[src/rtl/ysyx_23060184_xbar.sv]
// AXI4-Lite 1-to-2 crossbar: routes one outstanding transaction to SRAM or UART by address, DECERR otherwise.
// Optional watchdog enabled by defining XBAR_TIMEOUT_EN.
module ysyx_23060184_xbar #(
  parameter logic [31:0] SRAM_BASE  = 32'h8000_0000,
  parameter logic [31:0] SRAM_LIMIT = 32'h87FF_FFFF,
  parameter logic [31:0] UART_BASE  = 32'hA000_03F8,
  parameter logic [31:0] UART_LIMIT = 32'hA000_03FF
`ifdef XBAR_TIMEOUT_EN
  , parameter int unsigned TIMEOUT_CYCLES = 255
`endif
) (
  input  logic        clk,
  input  logic        resetn,
  // master port
  input  logic [31:0] araddr,
  input  logic        arvalid,
  output logic        arready,
  output logic [31:0] rdata,
  output logic [1:0]  rresp,
  output logic        rvalid,
  input  logic        rready,
  input  logic [31:0] awaddr,
  input  logic        awvalid,
  output logic        awready,
  input  logic [31:0] wdata,
  input  logic [3:0]  wstrb,
  input  logic        wvalid,
  output logic        wready,
  output logic [1:0]  bresp,
  output logic        bvalid,
  input  logic        bready,
  // SRAM slave port
  output logic [31:0] s_araddr,
  output logic        s_arvalid,
  input  logic        s_arready,
  input  logic [31:0] s_rdata,
  input  logic [1:0]  s_rresp,
  input  logic        s_rvalid,
  output logic        s_rready,
  output logic [31:0] s_awaddr,
  output logic        s_awvalid,
  input  logic        s_awready,
  output logic [31:0] s_wdata,
  output logic [3:0]  s_wstrb,
  output logic        s_wvalid,
  input  logic        s_wready,
  input  logic [1:0]  s_bresp,
  input  logic        s_bvalid,
  output logic        s_bready,
  // UART slave port
  output logic [31:0] u_araddr,
  output logic        u_arvalid,
  input  logic        u_arready,
  input  logic [31:0] u_rdata,
  input  logic [1:0]  u_rresp,
  input  logic        u_rvalid,
  output logic        u_rready,
  output logic [31:0] u_awaddr,
  output logic        u_awvalid,
  input  logic        u_awready,
  output logic [31:0] u_wdata,
  output logic [3:0]  u_wstrb,
  output logic        u_wvalid,
  input  logic        u_wready,
  input  logic [1:0]  u_bresp,
  input  logic        u_bvalid,
  output logic        u_bready
);

  localparam logic [1:0] RESP_SLVERR = 2'b10;
  localparam logic [1:0] RESP_DECERR = 2'b11;

  typedef enum logic [2:0] {
    IDLE, RD, WR, RERR_A, RERR_D, WERR_A, WERR_B
  } state_e;

  typedef enum logic [1:0] {TGT_NONE, TGT_SRAM, TGT_UART} tgt_e;

  state_e r_state, w_state_n;
  tgt_e   r_tgt, w_tgt_n;
  logic   r_aw_done, r_w_done, w_aw_done_n, w_w_done_n;
  logic   w_to;

  // SRAM wins if the two windows ever overlap
  function automatic tgt_e decode(input logic [31:0] a);
    if (a >= SRAM_BASE && a <= SRAM_LIMIT)      decode = TGT_SRAM;
    else if (a >= UART_BASE && a <= UART_LIMIT) decode = TGT_UART;
    else                                        decode = TGT_NONE;
  endfunction

`ifdef XBAR_TIMEOUT_EN
  logic [7:0] r_cnt;

  // Counter is held at zero outside RD/WR and saturates at the limit
  always_ff @(posedge clk or negedge resetn) begin
    if (!resetn) begin
      r_cnt <= 8'd0;
    end else if (r_state != RD && r_state != WR) begin
      r_cnt <= 8'd0;
    end else if (!w_to) begin
      r_cnt <= r_cnt + 8'd1;
    end
  end

  assign w_to = (r_cnt == 8'(TIMEOUT_CYCLES));
`else
  assign w_to = 1'b0;
`endif

  always_ff @(posedge clk or negedge resetn) begin
    if (!resetn) begin
      r_state   <= IDLE;
      r_tgt     <= TGT_NONE;
      r_aw_done <= 1'b0;
      r_w_done  <= 1'b0;
    end else begin
      r_state   <= w_state_n;
      r_tgt     <= w_tgt_n;
      r_aw_done <= w_aw_done_n;
      r_w_done  <= w_w_done_n;
    end
  end

  always_comb begin
    w_state_n   = r_state;
    w_tgt_n     = r_tgt;
    w_aw_done_n = r_aw_done;
    w_w_done_n  = r_w_done;
    arready = 1'b0; rvalid = 1'b0; rdata = 32'd0; rresp = 2'b00;
    awready = 1'b0; wready = 1'b0; bvalid = 1'b0; bresp = 2'b00;
    s_araddr = 32'd0; s_arvalid = 1'b0; s_rready = 1'b0;
    s_awaddr = 32'd0; s_awvalid = 1'b0; s_wdata = 32'd0; s_wstrb = 4'd0;
    s_wvalid = 1'b0; s_bready = 1'b0;
    u_araddr = 32'd0; u_arvalid = 1'b0; u_rready = 1'b0;
    u_awaddr = 32'd0; u_awvalid = 1'b0; u_wdata = 32'd0; u_wstrb = 4'd0;
    u_wvalid = 1'b0; u_bready = 1'b0;

    case (r_state)
      IDLE: begin
        if (arvalid) begin
          w_tgt_n   = decode(araddr);
          w_state_n = (w_tgt_n == TGT_NONE) ? RERR_A : RD;
        end else if (awvalid) begin
          w_tgt_n   = decode(awaddr);
          w_state_n = (w_tgt_n == TGT_NONE) ? WERR_A : WR;
        end
      end

      RD: begin
        if (w_to) begin
          rvalid = 1'b1;
          rresp  = RESP_SLVERR;
        end else if (r_tgt == TGT_SRAM) begin
          s_araddr  = araddr;
          s_arvalid = arvalid;
          arready   = s_arready;
          s_rready  = rready;
          rvalid    = s_rvalid;
          rdata     = s_rvalid ? s_rdata : 32'd0;
          rresp     = s_rvalid ? s_rresp : 2'b00;
        end else if (r_tgt == TGT_UART) begin
          u_araddr  = araddr;
          u_arvalid = arvalid;
          arready   = u_arready;
          u_rready  = rready;
          rvalid    = u_rvalid;
          rdata     = u_rvalid ? u_rdata : 32'd0;
          rresp     = u_rvalid ? u_rresp : 2'b00;
        end
        if (rvalid && rready) begin
          w_state_n = IDLE;
          w_tgt_n   = TGT_NONE;
        end
      end

      WR: begin
        if (w_to) begin
          bvalid = 1'b1;
          bresp  = RESP_SLVERR;
        end else if (r_tgt == TGT_SRAM) begin
          s_awaddr  = awaddr;
          s_awvalid = awvalid;
          awready   = s_awready;
          s_wdata   = wdata;
          s_wstrb   = wstrb;
          s_wvalid  = wvalid;
          wready    = s_wready;
          s_bready  = bready;
          bvalid    = s_bvalid;
          bresp     = s_bvalid ? s_bresp : 2'b00;
        end else if (r_tgt == TGT_UART) begin
          u_awaddr  = awaddr;
          u_awvalid = awvalid;
          awready   = u_awready;
          u_wdata   = wdata;
          u_wstrb   = wstrb;
          u_wvalid  = wvalid;
          wready    = u_wready;
          u_bready  = bready;
          bvalid    = u_bvalid;
          bresp     = u_bvalid ? u_bresp : 2'b00;
        end
        if (bvalid && bready) begin
          w_state_n = IDLE;
          w_tgt_n   = TGT_NONE;
        end
      end

      RERR_A: begin
        arready   = 1'b1;
        w_state_n = RERR_D;
      end

      RERR_D: begin
        rvalid = 1'b1;
        rresp  = RESP_DECERR;
        if (rready) begin
          w_state_n = IDLE;
          w_tgt_n   = TGT_NONE;
        end
      end

      // aw and w may complete in any order; each flag remembers its handshake
      WERR_A: begin
        awready     = 1'b1;
        wready      = 1'b1;
        w_aw_done_n = r_aw_done | awvalid;
        w_w_done_n  = r_w_done | wvalid;
        if (w_aw_done_n && w_w_done_n) begin
          w_state_n   = WERR_B;
          w_aw_done_n = 1'b0;
          w_w_done_n  = 1'b0;
        end
      end

      WERR_B: begin
        bvalid = 1'b1;
        bresp  = RESP_DECERR;
        if (bready) begin
          w_state_n = IDLE;
          w_tgt_n   = TGT_NONE;
        end
      end

      default: begin
        w_state_n = IDLE;
        w_tgt_n   = TGT_NONE;
      end
    endcase
  end

endmodule

[config.mk]
export PLATFORM = sky130hd
export DESIGN_NAME = ysyx_23060184_xbar
export DESIGN_NICKNAME = d
export VERILOG_FILES = /design/src/rtl/ysyx_23060184_xbar.sv
export SDC_FILE = /design/constraint.sdc
export NUM_CORES = 1
export LEC_CHECK = 0
export BUFFER_PORTS_ARGS = -buffer_cell sky130_fd_sc_hd__buf_2
export CORE_AREA = 2 2 171 173
export DETAILED_ROUTE_END_ITERATION = 8
export DIE_AREA = 0 0 173 175
export SLEW_MARGIN = 20
export SYNTH_ARGS = -nofsm -noshare
export SYNTH_HDL_FRONTEND = slang
export SYNTH_SLANG_ARGS = --single-unit
[constraint.sdc]
create_clock -name clk -period 6.2 [get_ports clk]
set_clock_uncertainty 0.1 [all_clocks]
set_input_delay 1.55 -clock clk [delete_from_list [all_inputs] [get_ports clk]]
set_output_delay 1.55 -clock clk [all_outputs]
set_load 0.02 [all_outputs]
==> results of run 1 <==
-- Yosys cell counts, types with 2 or more instances --
library cell / number
and2_1: 140
and3_1: 69
nor2_1: 47
a22oi_1: 35
clkbuf_1: 32
buf_2: 10
a21oi_1: 8
dfrtp_1: 7
nand2_1: 5
nand3_1: 5
nor3_1: 5
nand2b_1: 4
nor2b_1: 4
nor4_1: 4
o21ai_1: 4
a31oi_1: 3
and3b_1: 3
buf_1: 3
inv_1: 3
o22ai_1: 3
a221oi_1: 2
a22o_1: 2
and2b_1: 2
nand4_1: 2
nand4_2: 2
nor2_2: 2
nor4bb_1: 2
o21a_1: 2
o21ai_0: 2
-- tightest hold or removal path, cell delays in order, from the launching register on --
cell     delay, ns
dfrtp_1       0.36
a21oi_1       0.05
nor2_1        0.09
-- per-stage QoR --
step	instance area (sq um)	setup WS, ns	instances	util (%)
finish	5430	1.61	1225	19.1
global route	5430	1.44	1223	19.1
CTS	5390	1.59	1221	19.0
detailed placement	5320	1.60	1217	18.7
global placement	5290	1.64	1216	18.6
floorplan	2750	1.99	434	-
-- area by class of cell --
cell class                 count  area [sq um]  share of cell area (%)
antenna                        3          7.51                   0.138
tap                          384           480                    8.84
inverter                       3          11.3                   0.207
clock buffer                   4          78.8                    1.45
sequential                     7           175                    3.22
timing repair buffer         445          2280                    42.0
multi-input combinational    379          2400                    44.1
-- flip-flops by register name, indices dropped and copies added (netlist names) --
register   count
r_state        3
r_w_done       1
r_aw_done      1
r_tgt          2
-- power breakdown --
part | internal, uW | switching [uW] | leakage [uW]
clock network | 85.6 | 24.5 | 0.0000382
registers | 64.0 | 44.7 | 0.0000897
logic | 204 | 382 | 0.00331
total | 353 | 451 | 0.00344
-- worst paths after layout --
check	cells after the start	slack, ns	end
max	7	1.61	rresp[0]
min	2	0.44	r_w_done$_DFFE_PN0P_
max reg2reg	5	3.74	r_tgt[0]$_DFFE_PN0P_
min reg2reg	2	0.44	r_w_done$_DFFE_PN0P_
max in group asynchronous	1	4.80	r_state[1]$_DFFE_PN0P_
min in group asynchronous	1	1.04	r_w_done$_DFFE_PN0P_
-- cell families after synthesis --
| family | after synthesis | share of synthesized area, % |
|---|---|---|
| buffers and inverters | 48 | 7.00 |
| AOI/OAI and AO/OA | 74 | 20.0 |
| DFF | 7 | 6.37 |
| xor gates and xnor gates | 1 | 0.318 |
| and+or+nand+nor | 304 | 66.3 |
-- per-layer routing --
layer	vias to the layer above	GRT usage, %	routed length [um]
met5	-	0	0
met4	0	0.883	63
met3	10	2.02	1150
met2	238	18.5	8730
met1	2067	11.8	6970
li1	2318	-	-
==> reports/qor.csv, run 1 <==
metric;value;unit
syn_area_per_cell;6.34;sq um
hold_class;reg -> reg;
critPathMaxStageDelay;0.53;ns
rsz0062_at_grt;false;
p_leak;0.00344;uW
yosysSeqAreaShare;6.37;%
ys_ff_latch;7;
fin_tns_setup;0;ns
grt_pass1_vias;4223;
drtAntennaViolNets;0;
max_freq;218;MHz
synth_edf_count;0;
cp.required;4.55;ns
io-pin-count;440;
place_congestion;0.802;
htree_levels;1;
synth.top_cell.area_share;31.8;%
yosysWarnings;0;
fin_total_pwr;804;uW
ctsResizeCount;0;
clockRootBuffer;clkbuf_16;
finalSetupViolCount;0;
dr.pass1.iters;4;
peakVddDrop;0.127;mV
status;complete, no violations;
synth-main-ff-cell;dfrtp_1;
core;28400;sq um
antenna_found_initial;2;
dieArea;30300;sq um
cts_tree;built;
drc_errors;0;
final_cell_mix;buf_2, and2_1, and3_1;
grtUsageTotal;9.80;%
hold_ws;0.437;ns
die-width;173;um
critPathArrivalTime;2.94;ns
yosys.area.top_type;and2_1;
grt_max_degree;72;
netlist_area;2750;sq um
numCtsBuffers;3;
vias;4633;
grt.overflow.total;0;
routed_wl;16900;um
critPathKind;in -> out;
reg2reg_from;r_tgt[0]$_DFFE_PN0P_;
area_growth;97.5;%
post_drt_via_cell_ratio;3.78;
synth.net_count;623;
critPathLaunch;u_rvalid;
drv_cap;0;
synth.distinct_cells;51;
cts_sinks;7;
cp_common_cell;buf_2;
clockBufferDepth;2;
power.density;148;nW/um^2
netlist_instances;434;
finish.net_count;1028;
cp-end-kind;primary output;
cp-start-kind;primary input;
drive_above_1_share;55.3;%
clk_pin_slew;0.04;ns
crit_path_max_fanout;17;
path_buf_inv;3;
drtIter0Drc;156;
hold_buffers;0;
grt_pass1_wl;23600;um
cts_setup_buffers;0;
max_slew.worst_pin.slew;0.779;ns
start_util;9.69;%
dp_hpwl;14400;um
crit_path_top_delay_cell;and3b_1;
num_rows;62;
clock_latency;0.23;ns
timing.final.crit_share;74.0;%
layout_commonest_cell;buf_2;
slew_viol_final;0;
path_delay_family;simple AND/OR/NAND/NOR gates;
io_buffer_count;439;
hold_viol_final;0;
async_flop_share;100;%
wire_per_inst;13.8;um
hp-start;r_w_done$_DFFE_PN0P_;
fp.dieH;175;um
max_slew_margin;47.6;%
fin_crit;4.59;ns
fillers;3253;
yosys-top-cells-area;and2_1, and3_1, a22oi_1;
path_cells;buf_2, and3b_1, buf_4, a22o_1, a21oi_1, nor2_1, buf_2;
Note: power is estimated with default switching activity, not from simulation.
==> inputs of run 2 (changes only) <==
--- a/config.mk
+++ b/config.mk
@@ -6,9 +6,9 @@
 export NUM_CORES = 1
 export LEC_CHECK = 0
 export BUFFER_PORTS_ARGS = -buffer_cell sky130_fd_sc_hd__buf_2
-export CORE_AREA = 2 2 171 173
+export CORE_AREA = 2 2 170 172
 export DETAILED_ROUTE_END_ITERATION = 8
-export DIE_AREA = 0 0 173 175
+export DIE_AREA = 0 0 172 174
 export SLEW_MARGIN = 20
 export SYNTH_ARGS = -nofsm -noshare
 export SYNTH_HDL_FRONTEND = slang
==> constraint.sdc (replaced) <==
create_clock -name clk -period 3.93 [get_ports clk]
set_clock_uncertainty 0.1 [all_clocks]
set_input_delay 0.9825 -clock clk [delete_from_list [all_inputs] [get_ports clk]]
set_output_delay 0.9825 -clock clk [all_outputs]
set_load 0.02 [all_outputs]
==> run 2 against run 1 <==
Against the previous run:
- setup slack worse by 1.2 ns
- critical endpoint is now s_awvalid
- highest routed layer unchanged
- register-to-register slack got worse by 2.3 ns
- die area fell by 1.1%
- via count rose by 3.3%
- design area up 0.18%
- clock power is 57% higher
- global-route usage is essentially flat
- final cell count increased by 0.41%
- combinational power is 64% higher
- sequential cell count stayed put
- utilization is 0.14 points higher
- critical path depth shrank 2
- critical path type is now reg -> out
==> reports/qor.csv, run 2 (synthesis results as in run 1) <==
metric;value;unit
dr.pass1.iters;5;
vias;4784;
max_slew.worst_pin.slew;0.809;ns
drtIter0Drc;162;
grt_pass1_wl;22700;um
dp_hpwl;14000;um
die-width;172;um
numCtsBuffers;3;
grt_pass1_vias;4228;
grtUsageTotal;9.76;%
drc_errors;0;
start_util;9.74;%
clk_pin_slew;0.04;ns
place_ws;0.547;ns
hold_class;reg -> reg;
critPathArrivalTime;2.39;ns
reg_top3;r_state: 3 flops, r_tgt: 2 flops;
reg2reg_slack;1.44;ns
timing.final.crit_share;88.4;%
clockRootBuffer;clkbuf_16;
crit_path_max_fanout;70;
worstSetupEndpoint;s_awvalid;
critPathLaunch;r_state[2]$_DFFE_PN0P_;
post_drt_via_cell_ratio;3.89;
clock_latency;0.23;ns
grt_max_degree;72;
layout_commonest_cell;buf_2;
antenna_found_initial;0;
p_leak;0.00346;uW
dieArea;29900;sq um
hold_buffers;0;
rr_endpoint;r_tgt[0]$_DFFE_PN0P_;
peakVddDrop;0.159;mV
finalSetupViolCount;0;
area_growth;97.9;%
core;28200;sq um
rsz0062_at_grt;false;
cts_setup_buffers;0;
cp-end-kind;primary output;
fin_ws;0.454;ns
regMostFlops;r_state;
fp.dieH;174;um
cts_sinks;7;
cp-start-kind;flop;
drv_cap;0;
power.density;237;nW/um^2
place_congestion;0.816;
cts_tree;built;
largest_register_ff_count;3;
max_freq;288;MHz
hold_viol_final;0;
routed_wl;16600;um
finish.net_count;1034;
slew_viol_final;0;
io-pin-count;440;
drtAntennaViolNets;0;
ctsResizeCount;0;
drive_above_1_share;55.2;%
final_cell_mix;buf_2, and2_1, and3_1;
cp.required;2.85;ns
critPathKind;reg -> out;
fin_total_pwr;1290;uW
fin_tns_setup;0;ns
clockBufferDepth;2;
rr_worst_depth;5;
max_slew_margin;46.1;%
num_rows;62;
wire_per_inst;13.5;um
reg2reg_from;r_tgt[0]$_DFFE_PN0P_;
fin_crit;3.48;ns
status;complete, no violations;
io_buffer_count;439;
htree_levels;1;
grt.overflow.total;0;
## run 2: cell types whose count changed in the layout (fill, tap and decap cells not counted), moves of 2 or more
cell | previous run | this run
buf_4 | 4 | 11
buf_16 | 2 | 0
and2b_1 | 0 | 2
and2b_2 | 2 | 0
## run 2: final cells by class
cell class / instances / area [sq um]
Fill cell: 3296 / 22800
Multi-Input combinational cell: 379 / 2390
Timing Repair Buffer: 451 / 2300
Tap cell: 384 / 480
Sequential cell: 7 / 175
Clock buffer: 4 / 78.8
Inverter: 3 / 11.3
Antenna cell: 2 / 5.00
## run 2: per-layer routing
layer	vias to the layer above	track usage, %	share of wire, %
li1	2335	-	-
met1	2168	11.5	41
met2	267	18.6	50
met3	14	1.48	7.6
met4	0	1.54	1.2
met5	-	0	0
## run 2: where the power goes
part / internal, uW / switching (uW)
registers: 101 / 57.1
logic: 338 / 620
clock network: 135 / 38.5
## run 2: critical path, cell delays in order (launching register included)
cell and delay [ns]:
dfrtp_1 0.53, or3b_1 0.61, nor2_4 0.13, buf_4 0.43
and2_1 0.23, buf_2 0.17
## run 2: worst min path at each step
stage | cells past startpoint | slack (ns) | startpoint | to
floorplan | 2 | 0.40 | r_w_done$_DFFE_PN0P_ | r_w_done$_DFFE_PN0P_
global placement | 2 | 0.42 | r_w_done$_DFFE_PN0P_ | r_w_done$_DFFE_PN0P_
detailed placement | 2 | 0.42 | r_w_done$_DFFE_PN0P_ | r_w_done$_DFFE_PN0P_
CTS | 2 | 0.43 | r_w_done$_DFFE_PN0P_ | r_w_done$_DFFE_PN0P_
global route | 1 | 0.49 | resetn | r_aw_done$_DFFE_PN0P_
finish | 2 | 0.43 | r_w_done$_DFFE_PN0P_ | r_w_done$_DFFE_PN0P_
## run 2: through the flow
stage / utilization [%] / std cells / area [sq um] / hold slack, ns
6_report: 19.3 / 1230 / 5440 / 0.430
5_1_grt: 19.3 / 1228 / 5440 / 0.487
4_1_cts: 19.3 / 1228 / 5440 / 0.432
3_5_place_dp: 19.0 / 1224 / 5360 / 0.423
3_3_place_gp: 19.0 / 1224 / 5360 / 0.423
2_1_floorplan: - / 434 / 2750 / 0.401
